## config.mk

```make
export PLATFORM = sky130hd
export DESIGN_NAME = fft8_bf_sched
export DESIGN_NICKNAME = d
export VERILOG_FILES = /design/src/rtl/fft8_bf_sched.sv
export SDC_FILE = /design/constraint.sdc
export NUM_CORES = 2
export LEC_CHECK = 0
export CAP_MARGIN = 20
export CORE_MARGIN = 1
export CORE_UTILIZATION = 45
export CTS_CLUSTER_SIZE = 40
export DETAILED_ROUTE_END_ITERATION = 7
export PLACE_DENSITY = 0.69
export SYNTH_ARGS = -nofsm -noshare
export SYNTH_HDL_FRONTEND = slang
export SYNTH_SLANG_ARGS = --single-unit
```

## constraint.sdc

```tcl
create_clock -name clk_i -period 4.5 [get_ports clk_i]
set_input_delay 0.45 -clock clk_i [delete_from_list [all_inputs] [get_ports clk_i]]
set_output_delay 0.45 -clock clk_i [all_outputs]
set_load 0.01 [all_outputs]
```

## src/rtl/fft8_bf_sched.sv

```systemverilog
// Sequencer for an 8-point radix-2 DIT FFT around an external butterfly unit.
// Define FFT8_INVERSE_EN to use the conjugate twiddle ROM (unscaled inverse DFT).
//
// state  | meaning
// LOAD   | accept 8 samples, store at bit-reversed addresses
// ISSUE  | one-cycle bf_start with operands and twiddle
// WAIT   | butterfly latency, down-counter to terminal count
// WRITE  | write bf_y1/bf_y2 back in place, advance butterfly/stage
// UNLOAD | stream X[0..7] in natural order
module fft8_bf_sched #(
  parameter int DW     = 16,
  parameter int BF_LAT = 1
) (
  input  logic          clk_i,
  input  logic          rst_i,
  input  logic          in_valid_i,
  output logic          in_ready_o,
  input  logic [DW-1:0] in_r_i,
  input  logic [DW-1:0] in_i_i,
  output logic          bf_start_o,
  output logic [DW-1:0] bf_x1_r_o,
  output logic [DW-1:0] bf_x1_i_o,
  output logic [DW-1:0] bf_x2_r_o,
  output logic [DW-1:0] bf_x2_i_o,
  output logic [DW-1:0] bf_w_r_o,
  output logic [DW-1:0] bf_w_i_o,
  input  logic [DW-1:0] bf_y1_r_i,
  input  logic [DW-1:0] bf_y1_i_i,
  input  logic [DW-1:0] bf_y2_r_i,
  input  logic [DW-1:0] bf_y2_i_i,
  output logic          out_valid_o,
  input  logic          out_ready_i,
  output logic [DW-1:0] out_r_o,
  output logic [DW-1:0] out_i_o,
  output logic          out_last_o,
  output logic          busy_o
);

  typedef enum logic [2:0] {S_LOAD, S_ISSUE, S_WAIT, S_WRITE, S_UNLOAD} state_t;

  localparam int WW    = (BF_LAT > 2) ? $clog2(BF_LAT) : 1;
  localparam int WLOAD = (BF_LAT > 1) ? BF_LAT - 2 : 0;

  localparam logic [DW-1:0] C_ZERO = '0;
  localparam logic [DW-1:0] C_ONE  = DW'(256);
  localparam logic [DW-1:0] C_MONE = DW'(-256);
  localparam logic [DW-1:0] C_R2   = DW'(181);
  localparam logic [DW-1:0] C_MR2  = DW'(-181);

  state_t          state_q, state_d;
  logic [2:0]      cnt_q, cnt_d;
  logic [1:0]      stage_q, stage_d;
  logic [1:0]      bfly_q, bfly_d;
  logic [WW-1:0]   wait_q, wait_d;

  logic [DW-1:0]   mem_r_q [8];
  logic [DW-1:0]   mem_i_q [8];
  logic [DW-1:0]   mem_r_d [8];
  logic [DW-1:0]   mem_i_d [8];

  logic            bf_start_q, bf_start_d;
  logic [DW-1:0]   bf_x1_r_q, bf_x1_r_d, bf_x1_i_q, bf_x1_i_d;
  logic [DW-1:0]   bf_x2_r_q, bf_x2_r_d, bf_x2_i_q, bf_x2_i_d;
  logic [DW-1:0]   bf_w_r_q, bf_w_r_d, bf_w_i_q, bf_w_i_d;
  logic            out_valid_q, out_valid_d;
  logic            out_last_q, out_last_d;
  logic [DW-1:0]   out_r_q, out_r_d, out_i_q, out_i_d;

  logic [7:0]      a_cur, a_nxt;

  // Returns {i1, i2, k} for stage s, butterfly b.
  function automatic logic [7:0] bf_addr(input logic [1:0] s, input logic [1:0] b);
    logic [2:0] i1;
    logic [2:0] sp;
    logic [1:0] k;
    case (s)
      2'd0:    begin i1 = {b, 1'b0};           sp = 3'd1; k = 2'd0;       end
      2'd1:    begin i1 = {b[1], 1'b0, b[0]};  sp = 3'd2; k = {b[0], 1'b0}; end
      default: begin i1 = {1'b0, b};           sp = 3'd4; k = b;          end
    endcase
    return {i1, 3'(i1 + sp), k};
  endfunction

  function automatic logic [2*DW-1:0] twiddle(input logic [1:0] k);
    logic [2*DW-1:0] w;
    case (k)
`ifdef FFT8_INVERSE_EN
      2'd0:    w = {C_ONE,  C_ZERO};
      2'd1:    w = {C_R2,   C_R2};
      2'd2:    w = {C_ZERO, C_ONE};
      default: w = {C_MR2,  C_R2};
`else
      2'd0:    w = {C_ONE,  C_ZERO};
      2'd1:    w = {C_R2,   C_MR2};
      2'd2:    w = {C_ZERO, C_MONE};
      default: w = {C_MR2,  C_MR2};
`endif
    endcase
    return w;
  endfunction

  always_comb begin
    state_d = state_q;
    cnt_d   = cnt_q;
    stage_d = stage_q;
    bfly_d  = bfly_q;
    wait_d  = wait_q;
    mem_r_d = mem_r_q;
    mem_i_d = mem_i_q;
    a_cur   = bf_addr(stage_q, bfly_q);
    case (state_q)
      S_LOAD: begin
        if (in_valid_i) begin
          mem_r_d[{cnt_q[0], cnt_q[1], cnt_q[2]}] = in_r_i;
          mem_i_d[{cnt_q[0], cnt_q[1], cnt_q[2]}] = in_i_i;
          cnt_d = cnt_q + 3'd1;
          if (cnt_q == 3'd7) begin
            state_d = S_ISSUE;
            stage_d = 2'd0;
            bfly_d  = 2'd0;
          end
        end
      end
      S_ISSUE: begin
        if (BF_LAT > 1) begin
          state_d = S_WAIT;
          wait_d  = WW'(WLOAD);
        end else begin
          state_d = S_WRITE;
        end
      end
      S_WAIT: begin
        if (wait_q == '0) state_d = S_WRITE;
        else              wait_d  = wait_q - 1'b1;
      end
      S_WRITE: begin
        mem_r_d[a_cur[7:5]] = bf_y1_r_i;
        mem_i_d[a_cur[7:5]] = bf_y1_i_i;
        mem_r_d[a_cur[4:2]] = bf_y2_r_i;
        mem_i_d[a_cur[4:2]] = bf_y2_i_i;
        if (stage_q == 2'd2 && bfly_q == 2'd3) begin
          state_d = S_UNLOAD;
          cnt_d   = 3'd0;
        end else begin
          state_d = S_ISSUE;
          bfly_d  = bfly_q + 2'd1;
          if (bfly_q == 2'd3) stage_d = stage_q + 2'd1;
        end
      end
      S_UNLOAD: begin
        if (out_ready_i) begin
          cnt_d = cnt_q + 3'd1;
          if (cnt_q == 3'd7) state_d = S_LOAD;
        end
      end
      default: state_d = S_LOAD;
    endcase
  end

  // Operands and output bins are read from the next-state memory image, so a
  // write-back landing on the same edge is always forwarded.
  always_comb begin
    bf_start_d  = 1'b0;
    bf_x1_r_d   = bf_x1_r_q;
    bf_x1_i_d   = bf_x1_i_q;
    bf_x2_r_d   = bf_x2_r_q;
    bf_x2_i_d   = bf_x2_i_q;
    bf_w_r_d    = bf_w_r_q;
    bf_w_i_d    = bf_w_i_q;
    a_nxt       = bf_addr(stage_d, bfly_d);
    if (state_d == S_ISSUE) begin
      bf_start_d             = 1'b1;
      bf_x1_r_d              = mem_r_d[a_nxt[7:5]];
      bf_x1_i_d              = mem_i_d[a_nxt[7:5]];
      bf_x2_r_d              = mem_r_d[a_nxt[4:2]];
      bf_x2_i_d              = mem_i_d[a_nxt[4:2]];
      {bf_w_r_d, bf_w_i_d}   = twiddle(a_nxt[1:0]);
    end
    out_valid_d = (state_d == S_UNLOAD);
    out_last_d  = out_valid_d && (cnt_d == 3'd7);
    out_r_d     = out_valid_d ? mem_r_d[cnt_d] : '0;
    out_i_d     = out_valid_d ? mem_i_d[cnt_d] : '0;
  end

  always_ff @(posedge clk_i or posedge rst_i) begin
    if (rst_i) begin
      state_q     <= S_LOAD;
      cnt_q       <= '0;
      stage_q     <= '0;
      bfly_q      <= '0;
      wait_q      <= '0;
      bf_start_q  <= 1'b0;
      bf_x1_r_q   <= '0;
      bf_x1_i_q   <= '0;
      bf_x2_r_q   <= '0;
      bf_x2_i_q   <= '0;
      bf_w_r_q    <= '0;
      bf_w_i_q    <= '0;
      out_valid_q <= 1'b0;
      out_last_q  <= 1'b0;
      out_r_q     <= '0;
      out_i_q     <= '0;
    end else begin
      state_q     <= state_d;
      cnt_q       <= cnt_d;
      stage_q     <= stage_d;
      bfly_q      <= bfly_d;
      wait_q      <= wait_d;
      bf_start_q  <= bf_start_d;
      bf_x1_r_q   <= bf_x1_r_d;
      bf_x1_i_q   <= bf_x1_i_d;
      bf_x2_r_q   <= bf_x2_r_d;
      bf_x2_i_q   <= bf_x2_i_d;
      bf_w_r_q    <= bf_w_r_d;
      bf_w_i_q    <= bf_w_i_d;
      out_valid_q <= out_valid_d;
      out_last_q  <= out_last_d;
      out_r_q     <= out_r_d;
      out_i_q     <= out_i_d;
    end
  end

  // Sample RAM deliberately has no reset.
  always_ff @(posedge clk_i) begin
    mem_r_q <= mem_r_d;
    mem_i_q <= mem_i_d;
  end

  assign in_ready_o  = (state_q == S_LOAD);
  assign busy_o      = (state_q == S_ISSUE) || (state_q == S_WAIT) || (state_q == S_WRITE);
  assign bf_start_o  = bf_start_q;
  assign bf_x1_r_o   = bf_x1_r_q;
  assign bf_x1_i_o   = bf_x1_i_q;
  assign bf_x2_r_o   = bf_x2_r_q;
  assign bf_x2_i_o   = bf_x2_i_q;
  assign bf_w_r_o    = bf_w_r_q;
  assign bf_w_i_o    = bf_w_i_q;
  assign out_valid_o = out_valid_q;
  assign out_last_o  = out_last_q;
  assign out_r_o     = out_r_q;
  assign out_i_o     = out_i_q;

endmodule

```

Word-level counts from Yosys, hierarchy flattened
Cells that the tools add are included.
{"block": "word_totals", "reg_bits": 398, "wordCells": 142, "inputBits": 100}
{"block": "op_classes", "n_mux": 64, "n_addsub": 6, "reduce_logical": 11, "eq_ne": 14, "n_bitwise": 6, "magnitude_cmp": 9}
{"cell": "$bwmux 128", "n": 6}
{"cell": "$pmux 128 s2", "n": 2}
{"cell": "$bmux 16 s3", "n": 6}
{"cell": "$mux 16", "n": 17}
{"cell": "$mux 128", "n": 2}
{"cell": "$demux 16 s3", "n": 3}
{"cell": "$pmux 32 s3", "n": 1}
{"cell": "$mux 3", "n": 9}
{"cell": "$ge 4x4->1 const B", "n": 6}
{"cell": "$not 3->4", "n": 6}
{"cell": "$pmux 3 s2", "n": 4}
{"cell": "$pmux 3 s5", "n": 1}
{"cell": "$mux 2", "n": 7}
{"cell": "$eq 3x3->1 const B", "n": 4}
{"cell": "$lt 4x1->1 const B", "n": 3}
{"cell": "$pmux 2 s2", "n": 3}
{"cell": "$pmux 3 s3", "n": 1}
{"cell": "$add 3x3->3", "n": 2}
{"cell": "$eq 2x1->1 const B", "n": 3}
{"cell": "$eq 2x2->1 const B", "n": 3}
{"cell": "$eq 3x1->1 const B", "n": 2}
{"cell": "$eq 3x2->1 const B", "n": 2}
{"cell": "$logic_not 2->1", "n": 3}
{"cell": "$logic_and 1x1->1", "n": 5}
{"cell": "other kinds (6)", "n": 9}

Depth between registers and ports, before layout
{"block": "logic_depth", "depth_word": 14, "mapped_depth": 21, "depth_no_buf": 16}

Worst setup path after synthesis
OpenSTA, ideal clock, no wires.
{"block": "synth_timing", "kind": "flip-flop to flip-flop", "startpoint": "reg cnt_q[0]", "endpoint": "reg bf_x2_i_q[13] (netlist: bf_x2_i_o[13])", "setup_ns": 0.126, "arrival_ns": 4.361, "slack_ns": 0.013, "path_buffers": 5, "stages_incl_launch_ff": 21, "required_time_ns": 4.374, "path_cell_list": "dfrtp_1 > ha_1 > ha_1 > nor2b_1 > a221oi_2 > nor2_1 > inv_2 > nand2b_1 > inv_2 > buf_2 > buf_1 > ha_1 > fa_1 > clkbuf_1 > inv_1 > clkbuf_1 > nand2_1 > clkbuf_1 > o22ai_1 > nor3_1 > a221o_1"}
{"block": "synth_between", "elab_cells_between_ends": 31}
{"element": "from (decl)", "line_no": "51", "rtl": "logic [2:0] cnt_q, cnt_d;"}
{"element": "from (signal assigned)", "line_no": "205", "rtl": "cnt_q <= cnt_d;"}
{"element": "$eq 3x3->1", "line_no": "117", "rtl": "if (cnt_q == 3'd7) begin"}
{"element": "$mux 2", "line_no": "117"}
{"element": "$mux 2", "line_no": "113", "rtl": "if (in_valid_i) begin"}
{"element": "$pmux 2 s2", "line_no": "111", "rtl": "case (state_q)"}
{"element": "net bfly_d[0]", "line_no": "53", "rtl": "logic [1:0] bfly_q, bfly_d;"}
{"element": "$pmux 3 s2", "line_no": "76", "rtl": "case (s)"}
{"element": "$add 3x3->3", "line_no": "81", "rtl": "return {i1, 3'(i1 + sp), k};"}
{"element": "$not 3->4 (not written as such)", "line_no": "176", "rtl": "bf_x2_i_d = mem_i_d[a_nxt[4:2]];"}
{"element": "$bmux 16 s3", "line_no": "176"}
{"element": "$mux 16 (not written as such) (2 in series)", "line_no": "176"}
{"element": "to (signal assigned)", "line_no": "213", "rtl": "bf_x2_i_q <= bf_x2_i_d;"}
{"element": "to (decl)", "line_no": "63", "rtl": "logic [DW-1:0] bf_x2_r_q, bf_x2_r_d, bf_x2_i_q, bf_x2_i_d;"}
The timed path passes the listed nets, and every way through them passes these cells. The select of a mux whose other input is x is not followed.
A chain may end at the register's enable or synchronous reset.

Final worst setup path
{"block": "layout_timing", "startpoint": "reg stage_q[0]", "endpoint": "reg bf_x2_r_q[11] (netlist: bf_x2_r_o[11])"}
{"block": "layout_between", "elab_chain_cells": 13, "elab_cells_between_ends": 42}
{"element": "from (decl)", "line_no": "52", "rtl": "logic [1:0] stage_q, stage_d;"}
{"element": "from (signal assigned)", "line_no": "206", "rtl": "stage_q <= stage_d;"}
{"element": "$eq 2x1->1 or $logic_not 2->1 (tied branches)", "line_no": "76"}
{"element": "$pmux 3 s2", "line_no": "76"}
{"element": "$add 3x3->3 or $not 3->4 (tied branches)", "line_no": "81, 137"}
{"element": "$not 3->4 (not written as such), or another cell as far along", "line_no": "139", "rtl": "mem_r_d[a_cur[4:2]] = bf_y2_r_i;"}
{"element": "$ge 4x4->1 (not written as such), or another cell as far along", "line_no": "139"}
{"element": "$logic_and 1x1->1 (not written as such) or $mux 16 (tied branches)", "line_no": "139, 137"}
{"element": "$mux 16 (not written as such) or $demux 16 s3 (tied branches)", "line_no": "139, 137"}
{"element": "$demux 16 s3 or $bwmux 128 (tied branches)", "line_no": "139, 137"}
{"element": "$bwmux 128", "line_no": "139"}
{"element": "$pmux 128 s2", "line_no": "111"}
{"element": "$bmux 16 s3", "line_no": "175", "rtl": "bf_x2_r_d = mem_r_d[a_nxt[4:2]];"}
{"element": "$mux 16 (not written as such) (2 in series)", "line_no": "175"}
{"element": "to (signal assigned)", "line_no": "212", "rtl": "bf_x2_r_q <= bf_x2_r_d;"}
{"element": "to (decl)", "line_no": "63"}
Parallel ways exist; a longest one is shown, timed or not. The select of a mux whose other input is x is not followed.

==> results.cfg <==
[placed_design]
post-dp-hpwl_mm = 96.1
place_area_sq_um = 30100
gp_congestion = 1.04
portBuffers = 228

[cells_and_area]
final_cell_area_sq_um = 31900
final_util = 0.552
drive_gt1_frac = 0.146
area_growth_pct = 20.8
layout.nets = 3631
fillCellCount = 5368

[yosys]
synth_cell_types = 103
synth_top_family_by_area = compound AO/OA/AOI/OAI gates
yosysTopAreaCellShare = 0.194
synthAdderAreaFrac = 0.00910
synthesis.area_sq_um = 26400
ys_top_cells_by_count = nand2_1 (356), nor2_1 (312), dfxtp_1 (256)
yosysWarnings = 0
yosys.cell_count.top_type = nand2_1
synth_edf_count = 0
synth-seq-area-share = 0.302
synth_mux_area_frac = 0.103
ys_ff_latch = 370
synth_xor_area_frac = 0.000995
yosys.area.top_type = dfxtp_1
ys.flop_type = dfxtp_1
syn_inst = 3377
synth-simple-area-share = 0.170
synth_compound_area_frac = 0.323
syn_avg_cell_area_sq_um = 7.82
synthTopCellsByArea = dfxtp_1 (19%), dfrtp_1 (11%), mux2i_1 (5.3%)
async_flop_share = 0.308

[pwr]
powerDensity_nw_per_um2 = 1030
vdd_drop_max_v = 0.000852
p_leak_uw = 0.0132

[global_routing]
grt_pass1_vias = 28600
grt.total_usage = 0.469
globalRouteOverflowTotal = 0
grt_antenna_before_repair = 4
grt_first_pass_wirelength_mm = 204
grt_max_degree = 81

[run]
max_cap_viol_count = 0

[worst_hold_path]
hp-class = in2async

[floorplan]
core_area_sq_um = 57800
fp.dieH_um = 244
dieWidth_um = 244
ios = 233
initial_core_util = 0.457
dieArea_sq_um = 59600
std_cell_rows = 88

[timing]
setup_viol_count_final = 0
fmax_mhz = 228
relSlewSlack = 0.207
grt_setup_unrepaired = yes
finClkSkew_ps = 33.7
slew_violations = 0
period_minus_slack_ps = 4380
tightest_slew_ps = 1190
min_period_over_period = 0.974
finalHoldViolCount = 0

[critical_path]
crit_buf_inv = 3
critPathTopFamily = adder cells
crit_path_start_kind = register
worstSetupPathType = reg2reg
reg2reg_from = stage_q[0]$_DFF_PP0_
cp_cell_sequence = inv_1, ha_1, a21oi_1, ha_1, inv_1, fa_2, and3b_1, mux2i_4, buf_6, mux2_2, a222oi_1, nand2_1, o21ai_0, a22oi_1, o221a_1
reg2reg_to = bf_x2_r_o[11]$_DFFE_PP0P_
r2r_slack_ps = 120
slowest_stage = fa_2
crit_cells = 15
reg2regPathDepth = 15
end_kind = register
slowest_delay_ps = 730
required_ps = 5010
worst_ep_arrival_time_ps = 4890
cp_max_fo = 25

[routing]
dr.first_iter.drc_count = 5751
totalWireLength_mm = 145
vias = 31300
drc = 0
via_per_inst = 7.24
ant_nets = 0
wl_per_cell_um = 33.5
drt_first_pass_iters = 8

[clock_network]
cts_setup_buffers = 0
clock_path_buffers = 3
clock_latency_ps = 640
numCtsBuffers = 47
h-tree-depth = 2
cts_root_buf = clkbuf_16
cts_tree = built
clkSinkCount = 370
path_clk_slew_ps = 60

[status]
outcome = completed
-- how the worst max path moves through the flow --
stage,endpoint,startpoint
CTS,out_i_o[9]$_DFF_PP0_,stage_q[0]$_DFF_PP0_
global route,out_i_o[12]$_DFF_PP0_,stage_q[0]$_DFF_PP0_
floorplan,bf_x2_i_o[13]$_DFFE_PP0P_,cnt_q[0]$_DFF_PP0_
finish,bf_x2_r_o[11]$_DFFE_PP0P_,stage_q[0]$_DFF_PP0_
detailed placement,bf_x2_r_o[11]$_DFFE_PP0P_,stage_q[0]$_DFF_PP0_
global placement,bf_x2_r_o[11]$_DFFE_PP0P_,stage_q[0]$_DFF_PP0_
-- routing by layer --
| metal | GRT usage | vias up | wire length (um) |
|---|---|---|---|
| met1 | 0.609 | 14700 | 53000 |
| met5 | 0 | - | 16 |
| met3 | 0.206 | 752 | 25300 |
| li1 | - | 12800 | - |
| met2 | 0.632 | 3085 | 55300 |
| met4 | 0.280 | 2 | 11000 |
-- worst reg2reg max path: stages (launching register included) --
cell and delay (ps):
dfrtp_1 440, inv_1 110, ha_1 310, a21oi_1 170
ha_1 160, inv_1 60, fa_2 730, and3b_1 270
mux2i_4 340, buf_6 380, mux2_2 390, a222oi_1 450
nand2_1 90, o21ai_0 90, a22oi_1 110, o221a_1 190
-- layout make-up --
cell class                      count  area (sq um)  share of cell area
Antenna cell                        5          12.5            0.000392
Clock buffer                       64          1320              0.0414
Clock inverter                     24           340              0.0107
Inverter                          164           621              0.0195
Multi-Input combinational cell   2459         16300               0.511
Sequential cell                   370          7980               0.250
Tap cell                          765           957              0.0300
Timing Repair Buffer              471          4360               0.137
-- power by group --
group	internal (uW)	total [uW]	switching, uW	leakage [uW]
sequential	4970	5940	964	0.00353
combinational	8160	22600	14400	0.00886
clock	2520	4210	1690	0.000814
total	15700	32700	17100	0.0132
-- cells by family (layout without fill, tap and decap cells) --
family	after synthesis	count (layout)
AOI/OAI and AO/OA	1220	1220
xor gates and xnor gates	3	3
adders and majority gates	18	18
buffers and inverters	551	723
DFF	370	370
muxes	232	232
other	1	9
and+or+nand+nor	982	982
-- registers in the layout (all words and copies together), names as in the netlist --
signal,flops
mem_i_q,128
mem_r_q,128
bf_x1_i_o,16
bf_x1_r_o,16
bf_x2_i_o,16
bf_x2_r_o,16
out_i_o,16
out_r_o,16
bf_w_r_o,4
cnt_q,3
state_q,3
bfly_q,2
stage_q,2
bf_start_o,1
bf_w_i_o,1
out_last_o,1
out_valid_o,1
-- cell usage in the layout, fill, tap and decap left out, types with 89 or more instances in the layout --
| master | synthesis | routed |
|---|---|---|
| a22oi_1 | 89 | 89 |
| dfxtp_1 | 256 | 256 |
| a211oi_1 | 93 | 93 |
| inv_1 | 154 | 152 |
| nor2_1 | 312 | 310 |
| a21oi_1 | 203 | 198 |
| dfrtp_1 | 114 | 112 |
| nand2_1 | 356 | 355 |
| mux2i_1 | 140 | 135 |
| o21ai_0 | 199 | 197 |
| buf_4 | 46 | 222 |
| clkdlybuf4s50_1 | 0 | 228 |
-- metrics by stage --
step | total power [uW] | setup slack, ps | hold slack, ps | instances | setup TNS (ps)
3_3_place_gp | 26900 | 118 | 473 | 4228 | 0
2_1_floorplan | 18400 | 12.6 | 447 | 3380 | 0
4_1_cts | 31300 | 33.4 | 360 | 4316 | 0
6_report | 32700 | 115 | 306 | 4322 | 0
3_5_place_dp | 27000 | 116 | 474 | 4228 | 0
5_1_grt | 33600 | -0.922 | 372 | 4317 | -0.922
-- timing repair --
item / 4_1_cts / 5_1_grt
endpoints found under the setup margin: 0 / 68
gates resized for setup: 0 / 18
hold buffers: 0 / 0
(Power assumes the default switching activity.)
